### config.mk
export PLATFORM = sky130hd
export DESIGN_NAME = paddle_tracker_flat
export DESIGN_NICKNAME = d
export VERILOG_FILES = /design/src/rtl/paddle_tracker_if.sv /design/src/rtl/paddle_tracker.sv /design/src/flat_wrapper.sv
export SDC_FILE = /design/constraint.sdc
export NUM_CORES = 1
export LEC_CHECK = 0
export CAP_MARGIN = 20
export CORE_MARGIN = 3
export CORE_UTILIZATION = 60
export CTS_BUF_LIST = sky130_fd_sc_hd__clkbuf_4
export CTS_CLUSTER_DIAMETER = 120
export DETAILED_ROUTE_END_ITERATION = 12
export PLACE_DENSITY = 0.89
export SLEW_MARGIN = 20
export SYNTH_ARGS = -nofsm -noshare
export SYNTH_HDL_FRONTEND = slang
export SYNTH_SLANG_ARGS = --single-unit
### constraint.sdc
create_clock -name CLK -period 19.14 [get_ports CLK]
set_input_delay 4.785 -clock CLK [delete_from_list [all_inputs] [get_ports CLK]]
set_output_delay 4.785 -clock CLK [all_outputs]
set_load 0.05 [all_outputs]
### src/rtl/paddle_tracker_if.sv
// Video-in / paddle-out bundle between the pixel pipeline and the paddle tracker.
// The slave modport is the tracker; the master is the video source and game logic.
interface paddle_tracker_if #(
   parameter int NUM_CH  = 2,
   parameter int COORD_W = 10
);
   logic                        pix_valid;
   logic [COORD_W-1:0]          draw_x;
   logic [COORD_W-1:0]          draw_y;
   logic                        pix_in;
   logic                        frame_end;
   logic [NUM_CH*COORD_W-1:0]   ch_x;
   logic [NUM_CH*COORD_W-1:0]   center;
   logic [NUM_CH-1:0]           center_valid;
   logic                        frame_done;

   modport master (
      output pix_valid, draw_x, draw_y, pix_in, frame_end, ch_x,
      input  center, center_valid, frame_done
   );

   modport slave (
      input  pix_valid, draw_x, draw_y, pix_in, frame_end, ch_x,
      output center, center_valid, frame_done
   );
endinterface

### src/rtl/paddle_tracker.sv
// Multi-column paddle tracker: longest vertical run per sampled column, midpoint,
// IIR-smoothed across frames; results refresh on the edge that samples frame_end.
module paddle_tracker #(
   parameter int NUM_CH       = 2,
   parameter int H_RES        = 640,
   parameter int V_RES        = 480,
   parameter int COORD_W      = 10,
   parameter int MIN_RUN      = 8,
   parameter int SMOOTH_SHIFT = 2,
   parameter int DEFAULT_POS  = 240
) (
   input  logic            CLK,
   input  logic            RST_N,
   paddle_tracker_if.slave bus
);
   localparam int                        SW       = COORD_W + 2;
   localparam logic [COORD_W-1:0]        LP_V_RES = COORD_W'(V_RES);
   localparam logic [COORD_W-1:0]        LP_V_LST = COORD_W'(V_RES - 1);
   localparam logic [COORD_W-1:0]        LP_MIN   = COORD_W'(MIN_RUN);
   localparam logic [COORD_W-1:0]        LP_DEF   = COORD_W'(DEFAULT_POS);
   localparam logic signed [SW-1:0]      LP_S_MAX = SW'(V_RES - 1);

   logic r_frame_done;

   // frame_done echoes frame_end one cycle later, aligned with the result update
   always_ff @(posedge CLK or negedge RST_N) begin
      if (!RST_N) begin
         r_frame_done <= 1'b0;
      end else begin
         r_frame_done <= bus.frame_end;
      end
   end

   assign bus.frame_done = r_frame_done;

   for (genvar i = 0; i < NUM_CH; i++) begin : g_ch
      logic [COORD_W-1:0]   w_chx;
      logic                 w_hit;
      logic                 w_close;
      logic                 w_act_n;
      logic [COORD_W-1:0]   w_start_n;
      logic [COORD_W-1:0]   w_len_n;
      logic [COORD_W-1:0]   w_bstart_n;
      logic [COORD_W-1:0]   w_blen_n;
      logic                 w_found_n;
      logic [COORD_W-1:0]   w_raw;
      logic signed [SW-1:0] w_diff;
      logic signed [SW-1:0] w_sum;
      logic [COORD_W-1:0]   w_filt;

      logic                 r_run_active;
      logic [COORD_W-1:0]   r_run_start;
      logic [COORD_W-1:0]   r_run_len;
      logic [COORD_W-1:0]   r_best_start;
      logic [COORD_W-1:0]   r_best_len;
      logic                 r_found;
      logic [COORD_W-1:0]   r_center;
      logic                 r_center_valid;

      assign w_chx = bus.ch_x[i*COORD_W +: COORD_W];
      assign w_hit = bus.pix_valid && !bus.frame_end && (bus.draw_x == w_chx) &&
                     (32'(bus.draw_x) < H_RES) && (32'(bus.draw_y) < V_RES);

      // run tracking, close rule (last row / zero pixel / frame_end) and smoothing
      always_comb begin
         w_act_n   = r_run_active;
         w_start_n = r_run_start;
         w_len_n   = r_run_len;
         w_close   = 1'b0;
         if (w_hit && bus.pix_in) begin
            if (!r_run_active) begin
               w_start_n = bus.draw_y;
               w_len_n   = COORD_W'(1);
               w_act_n   = 1'b1;
            end else if (r_run_len < LP_V_RES) begin
               w_len_n = r_run_len + COORD_W'(1);
            end else begin
               w_len_n = r_run_len;
            end
            w_close = (bus.draw_y == LP_V_LST);
         end else if (w_hit) begin
            w_close = r_run_active;
         end else begin
            w_close = bus.frame_end && r_run_active;
         end

         w_bstart_n = r_best_start;
         w_blen_n   = r_best_len;
         w_found_n  = r_found;
         if (w_close && (w_len_n >= LP_MIN) && (w_len_n > r_best_len)) begin
            w_bstart_n = w_start_n;
            w_blen_n   = w_len_n;
            w_found_n  = 1'b1;
         end else begin
            w_found_n  = r_found;
         end
         w_act_n = w_close ? 1'b0 : w_act_n;

         w_raw  = w_bstart_n + (w_blen_n >> 1);
         w_diff = $signed({2'b00, w_raw}) - $signed({2'b00, r_center});
         w_sum  = $signed({2'b00, r_center}) + (w_diff >>> SMOOTH_SHIFT);
         if (w_sum[SW-1]) begin
            w_filt = '0;
         end else if (w_sum > LP_S_MAX) begin
            w_filt = LP_V_LST;
         end else begin
            w_filt = w_sum[COORD_W-1:0];
         end
      end

      // per-frame state update; frame_end publishes results and clears the frame
      always_ff @(posedge CLK or negedge RST_N) begin
         if (!RST_N) begin
            r_run_active   <= 1'b0;
            r_run_start    <= '0;
            r_run_len      <= '0;
            r_best_start   <= '0;
            r_best_len     <= '0;
            r_found        <= 1'b0;
            r_center       <= LP_DEF;
            r_center_valid <= 1'b0;
         end else if (bus.frame_end) begin
            r_run_active   <= 1'b0;
            r_run_start    <= '0;
            r_run_len      <= '0;
            r_best_start   <= '0;
            r_best_len     <= '0;
            r_found        <= 1'b0;
            r_center       <= w_found_n ? w_filt : r_center;
            r_center_valid <= w_found_n;
         end else begin
            r_run_active   <= w_act_n;
            r_run_start    <= w_start_n;
            r_run_len      <= w_len_n;
            r_best_start   <= w_bstart_n;
            r_best_len     <= w_blen_n;
            r_found        <= w_found_n;
         end
      end

      assign bus.center[i*COORD_W +: COORD_W] = r_center;
      assign bus.center_valid[i]              = r_center_valid;
   end
endmodule
### src/flat_wrapper.sv
// flat-port wrapper written by rule: the top's interface ports become plain ports
module paddle_tracker_flat 
#(
   parameter int NUM_CH       = 2,
   parameter int H_RES        = 640,
   parameter int V_RES        = 480,
   parameter int COORD_W      = 10,
   parameter int MIN_RUN      = 8,
   parameter int SMOOTH_SHIFT = 2,
   parameter int DEFAULT_POS  = 240
)
  (CLK, RST_N, bus_pix_valid, bus_draw_x, bus_draw_y, bus_pix_in, bus_frame_end, bus_ch_x, bus_center, bus_center_valid, bus_frame_done);
  paddle_tracker_if #(.NUM_CH(NUM_CH), .COORD_W(COORD_W)) bus_i ();
  input  logic CLK;
  input  logic RST_N;
  input wire logic [$bits(bus_i.pix_valid)-1:0] bus_pix_valid;
  input wire logic [$bits(bus_i.draw_x)-1:0] bus_draw_x;
  input wire logic [$bits(bus_i.draw_y)-1:0] bus_draw_y;
  input wire logic [$bits(bus_i.pix_in)-1:0] bus_pix_in;
  input wire logic [$bits(bus_i.frame_end)-1:0] bus_frame_end;
  input wire logic [$bits(bus_i.ch_x)-1:0] bus_ch_x;
  output wire logic [$bits(bus_i.center)-1:0] bus_center;
  output wire logic [$bits(bus_i.center_valid)-1:0] bus_center_valid;
  output wire logic [$bits(bus_i.frame_done)-1:0] bus_frame_done;
  assign bus_i.pix_valid = bus_pix_valid;
  assign bus_i.draw_x = bus_draw_x;
  assign bus_i.draw_y = bus_draw_y;
  assign bus_i.pix_in = bus_pix_in;
  assign bus_i.frame_end = bus_frame_end;
  assign bus_i.ch_x = bus_ch_x;
  assign bus_center = bus_i.center;
  assign bus_center_valid = bus_i.center_valid;
  assign bus_frame_done = bus_i.frame_done;
  paddle_tracker #(.NUM_CH(NUM_CH), .H_RES(H_RES), .V_RES(V_RES), .COORD_W(COORD_W), .MIN_RUN(MIN_RUN), .SMOOTH_SHIFT(SMOOTH_SHIFT), .DEFAULT_POS(DEFAULT_POS)) u_core (.CLK(CLK), .RST_N(RST_N), .bus(bus_i));
endmodule
* Yosys cells after proc, flatten, opt, wreduce, memory -nomap -nowiden *
Cells that the tools add are included.

cells by class
  $add $sub $neg = 8
  order comparisons = 10
  equal/unequal tests = 3
  mux-type cells = 40
  reductions and logical operators = 22

operators with widths
  cell                     number
  $mux W10                 26
  $lt A10 B9 Y1 const B    3
  $add A11 B9 Y12          2
  $gt A12 B10 Y1 const B   2
  $sub A10 B10 Y11         2
  $add A10 B1 Y10 const B  2
  $add A10 B9 Y10          2
  $eq A10 B10 Y1           2
  $ge A10 B4 Y1 const B    2
  $gt A10 B10 Y1           2
  $logic_and A1 B1 Y1      15
  $mux W1                  14
  $eq A10 B9 Y1 const B    1
  $lt A10 B10 Y1 const B   1
  $reduce_bool A3 Y1       2
  $reduce_and A2 Y1        2
  $reduce_bool A2 Y1       2
  $logic_not A1 Y1         1

word-level totals
  flip-flop bits (word level) = 107

* Longest topological paths before layout *
Gate-level depths: netlist (run 1).

  depth after elaboration = 17
  mapped depth = 45
  depth with buffers taken out = 41

* Least setup slack after synthesis (run 1) *
Ideal clock, no wire load.

  path kind = input to register
  start point = input bus_frame_end
  end point = register u_core.g_ch[1].r_center[5]
  setup time = 0.096 ns
  arrival = 12.503 ns
  required time = 19.044 ns
  setup slack = 6.542 ns
  stages = 39
  cells stage by stage = buf_4 -> nor2_1 -> and4_1 -> buf_2 -> and4_1 -> buf_2 -> buf_1 -> nor2_1 -> ha_1 -> or4_1 -> a221oi_1 -> o221ai_1 -> o31ai_1 -> nor4_4 -> a21boi_4 -> buf_2 -> buf_2 -> a21oi_1 -> (+3 left out) -> inv_1 -> a21oi_1 -> o21bai_1 -> xor2_1 -> ha_1 -> and2_1 -> o21ai_0 -> o31ai_1 -> o41a_1 -> a31oi_1 -> ha_1 -> and2_1 -> a311oi_1 -> nand2_1 -> a21o_1 -> xnor2_1 -> o211ai_4 -> o32ai_1

between the ends
  word-level cells in the longest chain between the ends = 17

RTL lines
  element                            line                   source
  start: declaration                 flat_wrapper.sv:20     input wire logic [$bits(bus_i.frame_end)-1:0] bus_frame_end;
  $logic_not A1 Y1                   paddle_tracker.sv:61   assign w_hit = bus.pix_valid && !bus.frame_end && (bus.draw_x == w_chx) &&
  $logic_and A1 B1 Y1 (3 in series)  paddle_tracker.sv:61
  $logic_and A1 B1 Y1                paddle_tracker.sv:62   (32'(bus.draw_x) < H_RES) && (32'(bus.draw_y) < V_RES);
  $logic_and A1 B1 Y1                paddle_tracker.sv:70   if (w_hit && bus.pix_in) begin
  $mux W10                           paddle_tracker.sv:70
  $ge A10 B4 Y1                      paddle_tracker.sv:90   if (w_close && (w_len_n >= LP_MIN) && (w_len_n > r_best_len)) begin
  $logic_and A1 B1 Y1 (2 in series)  paddle_tracker.sv:90
  $mux W10                           paddle_tracker.sv:90
  $add A10 B9 Y10                    paddle_tracker.sv:99   w_raw = w_bstart_n + (w_blen_n >> 1);
  $sub A10 B10 Y11                   paddle_tracker.sv:100  w_diff = $signed({2'b00, w_raw}) - $signed({2'b00, r_center});
  $add A11 B9 Y12                    paddle_tracker.sv:101  w_sum = $signed({2'b00, r_center}) + (w_diff >>> SMOOTH_SHIFT);
  $gt A12 B10 Y1                     paddle_tracker.sv:104  end else if (w_sum > LP_S_MAX) begin
  $mux W10                           paddle_tracker.sv:104
  $mux W10                           paddle_tracker.sv:102  if (w_sum[SW-1]) begin
  end signal: assignment             paddle_tracker.sv:129  r_center <= w_found_n ? w_filt : r_center;
  end: declaration                   paddle_tracker.sv:57   logic [COORD_W-1:0] r_center;

Several ways; a longest one is shown, not always the timed one. The select of a mux whose other input is x is not followed.
A chain may end at the register's enable or synchronous reset.

* Final worst setup path (run 1) *
  start point = input bus_draw_x[7]
  end point = register u_core.g_ch[0].r_center[2]

between the ends
  word-level cells in the longest chain between the ends = 16

RTL lines
  element                                                                 line                   source
  start: declaration                                                      flat_wrapper.sv:17     input wire logic [$bits(bus_i.draw_x)-1:0] bus_draw_x;
  parallel branches: the longest is 2 deep, another holds $lt A10 B10 Y1  -
  $logic_and A1 B1 Y1 *                                                   paddle_tracker.sv:61
  $logic_and A1 B1 Y1 *                                                   paddle_tracker.sv:62
  $logic_and A1 B1 Y1                                                     paddle_tracker.sv:70
  $mux W10                                                                paddle_tracker.sv:70
  $ge A10 B4 Y1                                                           paddle_tracker.sv:90
  $logic_and A1 B1 Y1 (2 in series)                                       paddle_tracker.sv:90
  $mux W10                                                                paddle_tracker.sv:90
  $add A10 B9 Y10                                                         paddle_tracker.sv:99
  $sub A10 B10 Y11                                                        paddle_tracker.sv:100
  $add A11 B9 Y12                                                         paddle_tracker.sv:101
  $gt A12 B10 Y1                                                          paddle_tracker.sv:104
  $mux W10                                                                paddle_tracker.sv:104
  $mux W10                                                                paddle_tracker.sv:102
  end signal: assignment                                                  paddle_tracker.sv:129
  end: declaration                                                        paddle_tracker.sv:57

Mark *: on every way between the ends. The select of a mux whose other input is x is not followed.

==> impl_metrics.env, run 1 <==
export IMPL_outcome="complete, no violations"
export IMPL_yosysUniqueCellTypes=75
export IMPL_avgSynthCellArea_um2=8.87
export IMPL_synth_area_um2=8260
export IMPL_fin_nets=1111
export IMPL_synth_most_common_cell="nor2_1"
export IMPL_dpl_hpwl_um=14200
export IMPL_first_global_vias=6694
export IMPL_drv_cap=0
export IMPL_skew_ps=17.0
export IMPL_maxSlewHeadroom=0.342
export IMPL_post_route_cell_area_um2=9110
export IMPL_numPortBuffers=67
export IMPL_cpPeakStageDelay_ps=750
export IMPL_post_route_util=0.683
export IMPL_worstSetupPathType="in -> reg"
export IMPL_grt_pass1_wl_um=30900
export IMPL_num_vias=6978
export IMPL_tightest_slew_ps=985
export IMPL_yosysWarnings=0
export IMPL_syn_inst=931
export IMPL_path_clk_slew_ps=160
export IMPL_drc=0
export IMPL_drt_vias_per_instance=6.00
export IMPL_die_h_um=123
export IMPL_layout_drive_gt1_share=0.0719
export IMPL_cts_buffer_depth=2
export IMPL_setup_violations=0
export IMPL_syn2layout_area_growth_pct=10.3
export IMPL_clock_latency_ps=460
export IMPL_p_per_area_nw_per_um2=47.9
export IMPL_synth_async_reset_ratio=1.00
export IMPL_synth_seq_cells=107
export IMPL_setup_worst_path_end_class="flip-flop"
export IMPL_leakage_nw=4.36
export IMPL_crit_path_frequent_cell="a21oi_1"
export IMPL_grt_overflow=0
export IMPL_critPathArrivalTime_ps=14230
export IMPL_synth_edf_count=0
export IMPL_coreArea_um2=13300
export IMPL_finalSetupTns_ps=0
export IMPL_postCtsHoldBufs=0
export IMPL_dpl_cell_area_um2=9000
export IMPL_die_area_um2=15200
export IMPL_worst_hold_startpoint="u_core.g_ch[0].r_center_valid$_DFFE_PN0P_"
export IMPL_synth_top_area_frac=0.300
export IMPL_cp_startpoint="bus_draw_x[7]"
export IMPL_synth_largest_area_cell="dfrtp_1"
export IMPL_antenna_cells=0
export IMPL_first_pass_iters=6
export IMPL_post_place_cells=1147
export IMPL_ir_drop_mv=0.0348
export IMPL_grtUsageTotal=0.252
export IMPL_totalWireLength_um=18700
export IMPL_yosys_top_cells_count="nor2_1 (108), dfrtp_1 (99), inv_1 (81)"
export IMPL_final_cell_count_no_fill=1163
export IMPL_io_pins=68
export IMPL_ant_nets=0
export IMPL_synth_area_leaders="dfrtp_1 (30%), ha_1 (12%), nor2_1 (4.9%), xnor2_1 (4.9%), a21oi_1 (3.8%)"
export IMPL_clock_sinks=107
export IMPL_grt_max_degree=76
export IMPL_yosysSeqAreaShare=0.325
export IMPL_die_w_um=123
export IMPL_cts_root_buf="clkbuf_4"
export IMPL_fin_hold_ws_ps=505
export IMPL_drv_slew=0
export IMPL_cts_setup_buffers=0
export IMPL_rsz0062_at_grt="false"
export IMPL_critical_path_slowest_cell="nand2_1"
export IMPL_drt_iter0_markers=461
export IMPL_rows=42
export IMPL_max_freq_mhz=72.1
export IMPL_crit_fanout=30
export IMPL_wl_per_cell_um=16.1
export IMPL_ys_flop_type="dfrtp_1"
export IMPL_cts_tree="yes"
export IMPL_hold_viol=0
export IMPL_start_util=0.619
export IMPL_syn_num_nets=1060
export IMPL_crit_required_ps=19490
export IMPL_cts_inserted_buffers=9
export IMPL_htree_levels=3
export IMPL_cts_repair_resized=0
export IMPL_period_minus_slack_ps=13880
export IMPL_r2r_start="u_core.g_ch[0].r_run_len[6]$_DFF_PN0_"
export IMPL_antenna_found_initial=0
export IMPL_finalCritPeriodShare=0.725
export IMPL_worstSetupStartpointType="input pin"
export IMPL_gp_congestion=0.897
export IMPL_min_path_type="reg -> reg"
[power breakdown]
group / internal [mW] / switching [mW] / total, mW
registers: 0.230 / 0.00260 / 0.232
clock network: 0.0270 / 0.0752 / 0.102
logic: 0.0421 / 0.0600 / 0.102
[critical path, delay by kind of cell]
kind	cells	cell delay (ps)
adders and majority gates	4	1300
AOI/OAI and AO/OA	21	4100
buffers and inverters	3	690
muxes	1	460
and+or+nand+nor	8	2730
xor gates and xnor gates	1	150
[area by class of cell]
type	count	area, um^2
Sequential cell	107	2690
Timing Repair Buffer	71	693
Fill cell	1080	4240
Inverter	81	304
Multi-Input combinational cell	712	5100
Clock inverter	6	32.5
Clock buffer	10	75.1
Tap cell	176	220
[stage by stage]
stage	total power [mW]	worst slack, ps
2_1_floorplan	0.303	6540
3_3_place_gp	0.335	5110
3_5_place_dp	0.337	4800
4_1_cts	0.438	5310
5_1_grt	0.456	4570
6_report	0.437	5260
[flip-flops by register name (all words and copies together), names as in the netlist]
signal and flops:
u_core.bus.frame_done 1, u_core.g_ch.r_best_len 20, u_core.g_ch.r_best_start 20, u_core.g_ch.r_center 20
u_core.g_ch.r_center_valid 2, u_core.g_ch.r_found 2, u_core.g_ch.r_run_active 2, u_core.g_ch.r_run_len 20
u_core.g_ch.r_run_start 20
[cell families (layout without fill, tap and decap cells)]
| kind of cell | after synthesis | count (layout) | synth area share |
|---|---|---|---|
| buffers and inverters | 112 | 168 | 0.0573 |
| flip-flops | 107 | 107 | 0.325 |
| adder cells (fa/ha/maj) | 84 | 84 | 0.131 |
| XOR/XNOR | 56 | 56 | 0.0594 |
| multiplexers | 34 | 34 | 0.0424 |
| AND/OR/NAND/NOR | 313 | 313 | 0.187 |
| AO/OA/AOI/OAI | 225 | 225 | 0.198 |
[layer usage]
layer | GRT usage | up-vias | wire length, um
met5 | 0 | - | 0
met4 | 0.0955 | 0 | 460
met3 | 0.0375 | 37 | 1100
met2 | 0.403 | 197 | 8470
met1 | 0.350 | 3345 | 8700
li1 | - | 3399 | -
[path summary, 6_finish.rpt]
path                            depth (start not counted)                                         to  slack (ps)
worst max-delay path                                   38     u_core.g_ch[0].r_center[2]$_DFFE_PN0P_        5260
min in group asynchronous                               1     u_core.g_ch[0].r_center[8]$_DFFE_PN0P_        4250
worst min-delay path                                    1  u_core.g_ch[0].r_center_valid$_DFFE_PN0P_         510
worst min register to register                          1  u_core.g_ch[0].r_center_valid$_DFFE_PN0P_         510
worst max register to register                         35     u_core.g_ch[0].r_center[2]$_DFFE_PN0P_        9770
max in group asynchronous                               2      u_core.g_ch[1].r_run_len[2]$_DFF_PN0_       13580
[cells in the final DEF, fill, tap and decap left out, drive strengths merged, types with 12 or more instances in the layout]
cell	count
a211oi	17
a21o	16
a21oi	64
and2	29
and3	12
clkdlybuf4s50	65
dfrtp	99
ha	80
inv	81
mux2i	26
nand2	62
nand3	16
nand4	18
nor2	108
nor3	17
o21ai	28
o22ai	18
or2	12
xnor2	46
Power figures use the tool's default switching activity.
==> inputs of run 2 (changes only) <==
- CORE_UTILIZATION: 60 -> 55
- PLACE_DENSITY: 0.89 -> 0.86
- clock period: 19.14 -> 12 ns (I/O delays scaled with it)
==> impl_metrics.env, run 2 (same netlist as run 1, synthesis figures left out) <==
export IMPL_outcome="complete, no violations"
export IMPL_fin_nets=1125
export IMPL_switchingPower_mw=0.216
export IMPL_cts_tree="yes"
export IMPL_cts_buffer_depth=2
export IMPL_worstSetupStartpointType="input pin"
export IMPL_min_path_type="reg -> reg"
export IMPL_drv_cap=0
export IMPL_layout_drive_gt1_share=0.0869
export IMPL_swShare=0.294
export IMPL_crit_family="compound AO/OA/AOI/OAI gates"
export IMPL_clock_latency_ps=470
export IMPL_cpPeakStageDelay_ps=580
export IMPL_crit_path_frequent_cell="ha_1"
export IMPL_cts_inserted_buffers=9
export IMPL_gp_congestion=0.935
export IMPL_drt_vias_per_instance=5.91
export IMPL_setup_worst_path_end_class="flip-flop"
export IMPL_maxSlewHeadroom=0.501
export IMPL_clock_sinks=107
export IMPL_crit_buf_inv=5
export IMPL_period_minus_slack_ps=11300
export IMPL_setup_violations=0
export IMPL_finalCritPeriodShare=0.942
export IMPL_crit_required_ps=12390
export IMPL_critical_path_slowest_cell="clkdlybuf4s50_1"
export IMPL_path_clk_slew_ps=150
export IMPL_p_per_area_nw_per_um2=78.9
export IMPL_final_common_cell="nor2_1"
export IMPL_start_util=0.566
export IMPL_skew_ps=13.0
export IMPL_seq_power_share=0.504
export IMPL_die_w_um=129
export IMPL_post_route_util=0.638
export IMPL_multi_input_area_um2=5130
export IMPL_first_pass_iters=5
export IMPL_antenna_found_initial=1
export IMPL_pwr_share_clk=0.276
export IMPL_syn2layout_area_growth_pct=12.8
export IMPL_seqCellArea_um2=2690
export IMPL_critPathArrivalTime_ps=11700
export IMPL_grtUsageTotal=0.237
export IMPL_drc=0
export IMPL_p_int_mw=0.519
export IMPL_p_comb_frac=0.220
export IMPL_rows=44
export IMPL_crit_fanout=9
export IMPL_grt_pass1_wl_um=32400
export IMPL_ant_nets=0
export IMPL_dpl_cell_area_um2=9110
export IMPL_rsz0062_at_grt="false"
export IMPL_worstSetupPathType="in -> reg"
export IMPL_grt_max_degree=65
export IMPL_htree_levels=3
export IMPL_die_h_um=129
export IMPL_drt_iter0_markers=506
export IMPL_totalWireLength_um=19500
export IMPL_die_area_um2=16500
export IMPL_hold_viol=0
export IMPL_grt_overflow=0
export IMPL_first_global_vias=6944
export IMPL_tightest_slew_ps=743
export IMPL_leakage_nw=4.45
export IMPL_ir_drop_mv=0.0696
export IMPL_num_vias=7022
export IMPL_drv_slew=0
export IMPL_io_pins=68
export IMPL_post_route_cell_area_um2=9310
export IMPL_numPortBuffers=67
export IMPL_coreArea_um2=14600
export IMPL_wl_per_cell_um=16.4
export IMPL_final_cell_mix="nor2_1 (107), dfrtp_1 (99), inv_1 (81)"
export IMPL_dpl_hpwl_um=14600
export IMPL_max_freq_mhz=88.5
export IMPL_cts_root_buf="clkbuf_4"
export IMPL_fill_cells=1205
==> run 2: changes by cell type in the layout (fill, tap and decap cells not counted), sizes merged <==
cell / previous run / this run
buf: 6 / 18
bufinv: 0 / 2
diode: 0 / 3
clkinvlp: 2 / 0
a21boi: 1 / 3
==> run 2: worst paths after layout <==
| path | cells past startpoint | from | to | slack (ps) |
|---|---|---|---|---|
| max reg2reg | 36 | u_core.g_ch[1].r_run_len[5]$_DFF_PN0_ | u_core.g_ch[1].r_center[5]$_DFFE_PN1P_ | 3350 |
| min in group asynchronous | 1 | RST_N | u_core.g_ch[1].r_run_len[0]$_DFF_PN0_ | 2540 |
| min | 1 | u_core.g_ch[1].r_center_valid$_DFFE_PN0P_ | u_core.g_ch[1].r_center_valid$_DFFE_PN0P_ | 520 |
| min reg2reg | 1 | u_core.g_ch[1].r_center_valid$_DFFE_PN0P_ | u_core.g_ch[1].r_center_valid$_DFFE_PN0P_ | 520 |
| max in group asynchronous | 2 | RST_N | u_core.g_ch[0].r_best_start[2]$_DFF_PN0_ | 8280 |
| max | 38 | bus_draw_x[8] | u_core.g_ch[1].r_center[5]$_DFFE_PN1P_ | 700 |
==> run 2: what timing repair did <==
action                                  in CTS  in global routing
resized for setup                            0                  3
endpoints found under the setup margin       0                  9
hold buffers                                 0                  0
buffers inserted                             0                  1
==> run 2: area by class of cell <==
type	count	share of cell area
multi-input cells	714	0.551
flip-flops and latches	107	0.289
repair buffers	83	0.0854
inverters	81	0.0326
well taps	184	0.0247
clock inverters	6	0.00860
clock buffers	10	0.00806
diodes	3	0.000806
==> run 2: worst register-to-register path, delay by kind of cell, from the launching register on <==
family | cells | cell delay, ps
AOI/OAI and AO/OA | 17 | 4190
buffers and inverters | 2 | 120
adders and majority gates | 5 | 1470
xor gates and xnor gates | 2 | 460
and+or+nand+nor | 10 | 1820
DFF | 1 | 500
==> run 2: power by group through the flow <==
stage	registers, mW	clock network [mW]	logic (mW)
after floorplan	0.392	0	0.0922
after global placement	0.377	0	0.159
after detailed placement	0.377	0	0.162
after CTS	0.371	0.206	0.162
after global routing	0.371	0.218	0.179
final	0.370	0.203	0.162
==> run 2: layer usage <==
metal | track usage | routed length [um] | vias to the layer above
li1 | - | - | 3439
met1 | 0.324 | 9020 | 3339
met2 | 0.389 | 8940 | 212
met3 | 0.0390 | 1120 | 32
met4 | 0.0735 | 393 | 0
met5 | 0 | 0 | -
==> run 2: metrics by stage <==
stage	cells	worst slack [ps]	hold WS, ps	power, mW	TNS (ps)
floorplan	931	1190	454	0.484	0
global placement	1166	273	471	0.536	0
finish	1188	696	519	0.735	0
global route	1188	82.1	545	0.769	0
CTS	1182	435	520	0.739	0
detailed placement	1166	-41.6	480	0.539	-57.9
==> inputs of run 3 (changes only) <==
- PLACE_DENSITY: 0.86 -> unset
- PLACE_DENSITY_LB_ADDON: unset -> 0.12
==> impl_metrics.env, run 3 (same netlist as run 1, synthesis figures left out) <==
export IMPL_numPortBuffers=67
export IMPL_grt_pass1_wl_um=31600
export IMPL_die_area_um2=16500
export IMPL_drc=0
export IMPL_wl_per_cell_um=15.8
export IMPL_ant_nets=0
export IMPL_skew_ps=19.7
export IMPL_drt_vias_per_instance=5.73
export IMPL_path_clk_slew_ps=160
export IMPL_leakage_nw=4.44
export IMPL_max_freq_mhz=88.8
export IMPL_setup_violations=0
export IMPL_critical_path_slowest_cell="clkdlybuf4s50_1"
export IMPL_final_cell_mix="nor2_1 (107), dfrtp_1 (99), inv_1 (81)"
export IMPL_final_common_cell="nor2_1"
export IMPL_first_global_vias=6465
export IMPL_htree_levels=3
export IMPL_drv_cap=0
export IMPL_ir_drop_mv=0.0721
export IMPL_coreArea_um2=14600
export IMPL_swShare=0.299
export IMPL_min_path_type="reg -> reg"
export IMPL_cts_setup_buffers=0
export IMPL_worstSetupStartpointType="input pin"
export IMPL_start_util=0.566
export IMPL_pwr_share_clk=0.285
export IMPL_crit_fanout=12
export IMPL_switchingPower_mw=0.222
export IMPL_drt_iter0_markers=378
export IMPL_grt_overflow=0
export IMPL_totalWireLength_um=18700
export IMPL_p_per_area_nw_per_um2=80.1
export IMPL_grtUsageTotal=0.233
export IMPL_p_comb_frac=0.216
export IMPL_cts_inserted_buffers=9
export IMPL_cpPeakStageDelay_ps=580
export IMPL_cts_root_buf="clkbuf_4"
export IMPL_layout_drive_gt1_share=0.0851
export IMPL_die_h_um=129
export IMPL_critPathArrivalTime_ps=11610
export IMPL_num_vias=6786
export IMPL_antenna_found_initial=1
export IMPL_cts_buffer_depth=2
export IMPL_grt_max_degree=83
export IMPL_maxSlewHeadroom=0.385
export IMPL_first_pass_iters=5
export IMPL_setup_worst_path_end_class="flip-flop"
export IMPL_rows=44
export IMPL_p_int_mw=0.521
export IMPL_rsz0062_at_grt="false"
export IMPL_clock_sinks=107
export IMPL_total_power_mw=0.743
export IMPL_crit_required_ps=12350
export IMPL_outcome="complete, no violations"
export IMPL_die_w_um=129
export IMPL_clock_latency_ps=480
export IMPL_worstSetupPathType="in -> reg"
export IMPL_cts_tree="yes"
export IMPL_io_pins=68
export IMPL_dpl_hpwl_um=14000
export IMPL_tightest_slew_ps=921
export IMPL_period_minus_slack_ps=11260
export IMPL_drv_slew=0
export IMPL_seq_power_share=0.498
export IMPL_post_route_util=0.636
export IMPL_gp_congestion=0.921
export IMPL_syn2layout_area_growth_pct=12.3
export IMPL_fin_nets=1123
export IMPL_finalCritPeriodShare=0.938
export IMPL_hold_viol=0
export IMPL_finalSetupTns_ps=0
==> run 3: final timing paths <==
check | slack, ps | cells after the start | start | to
setup / recovery | 740 | 37 | bus_draw_y[8] | u_core.g_ch[0].r_center[2]$_DFFE_PN0P_
hold / removal | 510 | 1 | u_core.g_ch[0].r_center_valid$_DFFE_PN0P_ | u_core.g_ch[0].r_center_valid$_DFFE_PN0P_
setup reg to reg | 3290 | 35 | u_core.g_ch[0].r_run_len[5]$_DFF_PN0_ | u_core.g_ch[0].r_center[2]$_DFFE_PN0P_
hold reg to reg | 510 | 1 | u_core.g_ch[0].r_center_valid$_DFFE_PN0P_ | u_core.g_ch[0].r_center_valid$_DFFE_PN0P_
max in group asynchronous | 8520 | 2 | RST_N | u_core.g_ch[1].r_best_start[7]$_DFF_PN0_
min in group asynchronous | 2410 | 1 | RST_N | u_core.g_ch[1].r_best_start[0]$_DFF_PN0_
==> run 3: per-stage QoR <==
step | setup WS, ps | std cells | hold WS (ps) | instance area (um^2)
final | 741 | 1184 | 510 | 9280
after global routing | 93.5 | 1184 | 530 | 9280
after CTS | 821 | 1183 | 515 | 9270
after detailed placement | 309 | 1167 | 468 | 9100
after global placement | 468 | 1167 | 474 | 9100
after floorplan | 1190 | 931 | 454 | 8260
==> run 3: worst max-delay path: cells and delay by family <==
family	cells	cell delay, ps
AO/OA/AOI/OAI	15	3000
XOR/XNOR	2	360
adder cells (fa/ha/maj)	5	1470
buffers and inverters	3	830
multiplexers	2	530
AND/OR/NAND/NOR	10	2390
==> run 3: layout make-up <==
| cell class | instances | area, um^2 |
|---|---|---|
| Fill cell | 1289 | 5310 |
| Timing Repair Buffer | 83 | 787 |
| Clock inverter | 6 | 88.8 |
| Inverter | 81 | 304 |
| Antenna cell | 1 | 2.50 |
| Tap cell | 184 | 230 |
| Sequential cell | 107 | 2690 |
| Clock buffer | 10 | 75.1 |
| Multi-Input combinational cell | 712 | 5100 |
==> run 3: repair_timing <==
action	in CTS	in global routing
hold buffers	0	0
resized for setup	0	1
endpoints found under the setup margin	0	2
hold endpoints to repair	0	0
==> run 3: power by group through the flow <==
stage	clock network [mW]	logic (mW)	registers, mW
2_1_floorplan	0	0.0922	0.392
3_3_place_gp	0	0.159	0.377
3_5_place_dp	0	0.160	0.377
4_1_cts	0.220	0.161	0.370
5_1_grt	0.229	0.179	0.371
6_report	0.212	0.161	0.370
==> run 3: routing by layer <==
metal | vias up | part of all wire | track usage
li1 | 3442 | - | -
met1 | 3181 | 0.51 | 0.358
met2 | 149 | 0.43 | 0.353
met3 | 14 | 0.052 | 0.0299
met4 | 0 | 0.012 | 0.0556
met5 | - | 0 | 0
